--- src/rtl/data_expander.sv ---
// data_expander: widens Q4.4 samples to Q8.8 and streams each word as two
// bytes, MSB first, behind a small input FIFO with valid/ready on both sides.
module data_expander #(
  parameter int unsigned DEPTH = 4
) (
  input  logic                         clk,
  input  logic                         rst_n,
  input  logic                         enable_i,
  input  logic [7:0]                   in_i,
  input  logic                         in_valid_i,
  output logic                         in_ready_o,
  output logic [7:0]                   out_o,
  output logic                         out_valid_o,
  input  logic                         out_ready_i,
  output logic [$clog2(DEPTH+1)-1:0]   count_o
);

  localparam int unsigned AW = $clog2(DEPTH);
  localparam int unsigned CW = $clog2(DEPTH + 1);

  typedef enum logic [1:0] {
    IDLE     = 2'd0,
    SEND_MSB = 2'd1,
    SEND_LSB = 2'd2
  } state_e;

  // FIFO storage and bookkeeping
  logic [7:0]    mem_q [DEPTH];
  logic [AW-1:0] wr_ptr_q, rd_ptr_q;
  logic [CW-1:0] count_q;

  // Serializer state
  state_e        state_q, state_d;
  logic [15:0]   word_q, word_d;
  logic [7:0]    out_q, out_d;

  logic          push, pop, accept, fifo_empty;
  logic [7:0]    head;
  logic [15:0]   expanded;

  assign in_ready_o  = (count_q != CW'(DEPTH));
  assign out_valid_o = (state_q != IDLE);
  assign out_o       = out_q;
  assign count_o     = count_q;

  assign push       = enable_i & in_valid_i & in_ready_o;
  assign accept     = enable_i & out_valid_o & out_ready_i;
  assign fifo_empty = (count_q == '0);
  assign head       = mem_q[rd_ptr_q];
  // Q4.4 -> Q8.8 is exact: sign-extend the integer part, zero-fill the fraction.
  assign expanded   = {{4{head[7]}}, head, 4'b0000};

  // Serializer next state: load on pop, step MSB -> LSB on each accepted byte.
  always_comb begin
    // NOTE: every output of this block gets a default first so no latch is inferred.
    state_d = state_q;
    word_d  = word_q;
    out_d   = out_q;
    pop     = 1'b0;
    case (state_q)
      IDLE: begin
        if (enable_i && !fifo_empty) begin
          pop     = 1'b1;
          word_d  = expanded;
          out_d   = expanded[15:8];
          state_d = SEND_MSB;
        end
      end
      SEND_MSB: begin
        out_d = word_q[15:8];
        if (accept) begin
          out_d   = word_q[7:0];
          state_d = SEND_LSB;
        end
      end
      SEND_LSB: begin
        if (accept) begin
          if (!fifo_empty) begin
            // Back-to-back reload keeps the byte stream free of idle bubbles.
            pop     = 1'b1;
            word_d  = expanded;
            out_d   = expanded[15:8];
            state_d = SEND_MSB;
          end else begin
            state_d = IDLE;
          end
        end
      end
      default: state_d = IDLE;
    endcase
  end

  // Serializer registers; reset drops out_valid without waiting for a clock.
  always_ff @(posedge clk or negedge rst_n) begin
    // NOTE: sequential state uses non-blocking assignments so all registers update together.
    if (!rst_n) begin
      state_q <= IDLE;
      word_q  <= '0;
      out_q   <= '0;
    end else begin
      state_q <= state_d;
      word_q  <= word_d;
      out_q   <= out_d;
    end
  end

  // FIFO pointers and occupancy; pointers wrap naturally since DEPTH is a power of 2.
  always_ff @(posedge clk or negedge rst_n) begin
    if (!rst_n) begin
      wr_ptr_q <= '0;
      rd_ptr_q <= '0;
      count_q  <= '0;
    end else begin
      if (push) wr_ptr_q <= wr_ptr_q + AW'(1);
      if (pop)  rd_ptr_q <= rd_ptr_q + AW'(1);
      case ({push, pop})
        2'b10:   count_q <= count_q + CW'(1);
        2'b01:   count_q <= count_q - CW'(1);
        default: count_q <= count_q;
      endcase
    end
  end

  // FIFO storage write port.
  always_ff @(posedge clk) begin
    // NOTE: storage is not reset; count_q alone decides which entries are valid.
    if (push) mem_q[wr_ptr_q] <= in_i;
  end

endmodule

--- config.mk ---
export PLATFORM = sky130hd
export DESIGN_NAME = data_expander
export DESIGN_NICKNAME = d
export VERILOG_FILES = /design/src/rtl/data_expander.sv
export SDC_FILE = /design/constraint.sdc
export NUM_CORES = 1
export LEC_CHECK = 0
export CORE_ASPECT_RATIO = 1.5
export CORE_UTILIZATION = 60
export CTS_BUF_LIST = sky130_fd_sc_hd__clkbuf_4 sky130_fd_sc_hd__clkbuf_8 sky130_fd_sc_hd__clkbuf_16
export DETAILED_ROUTE_END_ITERATION = 7
export PLACE_DENSITY_LB_ADDON = 0.12
export SYNTH_ARGS = -nofsm -noshare
export SYNTH_HDL_FRONTEND = slang
export SYNTH_SLANG_ARGS = --single-unit
--- constraint.sdc ---
create_clock -name clk -period 3.7 [get_ports clk]
set_clock_uncertainty 0.1 [all_clocks]
set_input_delay 0.555 -clock clk [delete_from_list [all_inputs] [get_ports clk]]
set_output_delay 0.555 -clock clk [all_outputs]
set_load 0.005 [all_outputs]
==> results_dict.tcl <==
set metrics [dict create \
    holdPathEnd "out_o[1]" \
    layout_min_cycle_time_ps 2600 \
    synth.top_cells.by_count "edfxtp_1 (32), dfrtp_1 (25), nand2_1 (13), o21ai_0 (12), nor3_1 (8)" \
    ys.warnings.count 0 \
    drt_first_pass_iters 4 \
    muxShareOfSynthArea 0.129 \
    diodes 0 \
    viasPerCell 5.70 \
    hpwlAfterDp_mm 3.03 \
    fp.dieW_um 54.7 \
    worstReg2RegEnd "count_o[2]" \
    crit_chain "clkdlybuf4s50_1 -> o31a_1 -> nor3b_2 -> ha_1 -> inv_1 -> fa_1 -> xor2_1 -> nor2_1 -> xor2_1" \
    yosysTopAreaCell "edfxtp_1" \
    critPathArrivalTime_ps 2760 \
    drc 0 \
    outcome "complete, no violations" \
    powerDensity_nw_per_um2 851 \
    finalHoldViolCount 0 \
    clock_latency_ps 330 \
    drive_gt1_frac 0.187 \
    grt_pass1_wl_mm 6.84 \
    multi_input_area_um2 841 \
    rsz0062_at_grt "false" \
    synth_compound_area_frac 0.0630 \
    r2r_cells 10 \
    rrSetupSlack_ps 1500 \
    fin_crit_sh 0.702 \
    setup_tns_ps 0 \
    grt_pass1_vias 1528 \
    root_buffer "clkbuf_8" \
    grt_usage 0.227 \
    synth_cells 175 \
    ctsResizeCount 0 \
    drt_iter0_drc 54 \
    max_cap_viol_count 0 \
    cts_buffer_depth 2 \
    hold_slack_ps 380 \
    die_height_um 81.1 \
    start_kind "input pin" \
    cts_setup_buffers 0 \
    core_area_um2 3960 \
    final_nets 223 \
    p_seq_frac 0.399 \
    regArea_um2 1590 \
    yosysSeqAreaShare 0.634 \
    path_class "in -> reg" \
    synth_seq_cells 57 \
    area_growth_pct 20.5 \
    yosysMostFrequentCell "edfxtp_1" \
    hold_class "reg -> reg" \
    port_buffers 25 \
    grt_antenna_before_repair 0 \
    fmax_mhz 385 \
    worst_path_max_delay_cell "clkdlybuf4s50_1" \
    async_reset_ff_frac 0.439 \
    synth_top_family_by_area "multiplexers" \
    critPathMaxStageDelay_ps 650 \
    num_rows 28 \
    p_int_uw 1800 \
    vdd_ir_drop_max_uv 566 \
    min_path_cells 2 \
    routed_wl_mm 4.24 \
    num_io_pins 26 \
    numCtsBuffers 9 \
    cts_tree "yes" \
    worst_slew_pin_slew_ps 1090 \
    cellLeakagePower_uw 0.00117 \
    wl_per_cell_um 16.7 \
    finalSetupViolCount 0 \
    postCtsHoldBufs 0 \
    fin_util 0.762 \
    gp_congestion 0.748 \
    end_kind "flop" \
    max_slew_margin 0.274 \
    num_vias 1449 \
    maxSlewViolCount 0 \
    required_ps 3860 \
    synth_xor_area_frac 0.0210 \
    synth_fp_nets 194 \
    synthAdderAreaFrac 0.0330 \
    grt-ovfl-total 0 \
    synth_area_leaders "edfxtp_1 (38%), dfrtp_1 (25%), mux2_4 (4.2%), mux4_2 (3.6%), mux2i_1 (2.8%)" \
    clockPowerShare 0.277 \
    path_clk_slew_ps 70 \
    switching_share 0.300 \
    min-delay-start "out_o[1]" \
    grt_max_degree 26 \
    synth_cell_type_count 35 \
    yosys.area.top_type_share 0.384 \
    cts.sinks 57 \
    rr_startpoint "count_o[0]" \
    ant_nets 0 \
    crit_fanout 9 \
    synth_enable_flop_cells 32 \
    initial_utilization 0.632 \
    syn_area_um2 2500 \
    synthFlopType "edfxtp_1" \
    die_area_um2 4440 \
    synth_simple_gate_area_frac 0.0905 \
    crit_path_frequent_cell "xor2_1" \
    p_sw_uw 769 \
    n_fill_cell 258 \
    syn_avg_cell_area_um2 14.3 \
    comb_power_share 0.324 \
    htree_levels 3 \
]
[worst max-delay path by stage]
stage / slack (ps) / endpoint / from / cells after the start
6_report: 1100 / count_o[2] / enable_i / 9
3_5_place_dp: 780 / count_o[2] / enable_i / 9
5_1_grt: 970 / count_o[2] / enable_i / 9
3_3_place_gp: 880 / count_o[2] / enable_i / 9
2_1_floorplan: 1290 / count_o[2] / enable_i / 10
4_1_cts: 1120 / count_o[2] / enable_i / 9
[registers in the layout, indices dropped and copies added, names as in the netlist]
register,count
wr_ptr_q,2
out_o,8
mem_q,32
count_o,3
rd_ptr_q,2
word_q,8
state_q,2
[layer usage]
layer | part of all wire | routed length [um] | global-route usage | vias to the layer above
met5 | 0 | 0 | 0 | -
met2 | 0.55 | 2330 | 0.380 | 41
met4 | 0.028 | 120 | 0.146 | 0
li1 | - | - | - | 695
met3 | 0.040 | 168 | 0.0581 | 15
met1 | 0.38 | 1620 | 0.243 | 698
[power groups by stage]
stage	Clock, uW	Sequential, uW	Combinational [uW]
after global routing	746	1050	927
after global placement	0	1020	787
final	711	1020	830
after floorplan	0	958	626
after detailed placement	0	1040	832
after CTS	717	1030	838
[placed cells by master (no fill, tap or decap), types with 2 or more instances in the layout]
cell type        synthesis  layout
a221oi_1                 3       3
ha_1                     5       5
nand2b_1                 3       3
a21oi_1                  6       6
and2_1                   4       4
xnor2_1                  4       4
nand3_1                  5       5
mux2i_1                  7       7
nand2_1                 13      13
nor2_1                   3       3
inv_1                    7       7
mux2_4                   7       7
clkdlybuf4s50_1          0      25
dfrtp_1                 25      25
mux2_2                   5       5
nor3_1                   8       8
edfxtp_1                32      32
mux4_2                   4       4
bufinv_16                0       3
o21ai_0                 12      12
xor2_1                   2       2
clkbuf_8                 0      10
[worst max-delay path: cells and delay by family]
| family | cells | cell delay (ps) |
|---|---|---|
| and+or+nand+nor | 2 | 340 |
| adders and majority gates | 2 | 590 |
| buffers and inverters | 2 | 710 |
| xor gates and xnor gates | 2 | 310 |
| AOI/OAI and AO/OA | 1 | 260 |
[logic make-up after synthesis]
| family | count (synthesis) |
|---|---|
| simple gates | 43 |
| mux | 23 |
| flops | 57 |
| buf+inv | 15 |
| xor+xnor | 6 |
| compound gates | 25 |
| fa+ha+maj | 6 |
[area by class of cell]
| type | count | share of cell area |
|---|---|---|
| Inverter | 7 | 0.00871 |
| Clock inverter | 5 | 0.0340 |
| Tap cell | 45 | 0.0187 |
| Sequential cell | 57 | 0.526 |
| Timing Repair Buffer | 26 | 0.0855 |
| Clock buffer | 11 | 0.0481 |
| Multi-Input combinational cell | 103 | 0.279 |
[per-stage QoR]
stage	cell area [um2]	power, uW	std cells	worst slack (ps)
final	3020	2560	254	1100
after global routing	3020	2720	254	971
after CTS	3020	2580	254	1120
after detailed placement	2770	1870	238	783
after global placement	2770	1810	238	883
after floorplan	2500	1580	175	1290
No activity file was read; power rests on OpenSTA's default activity.
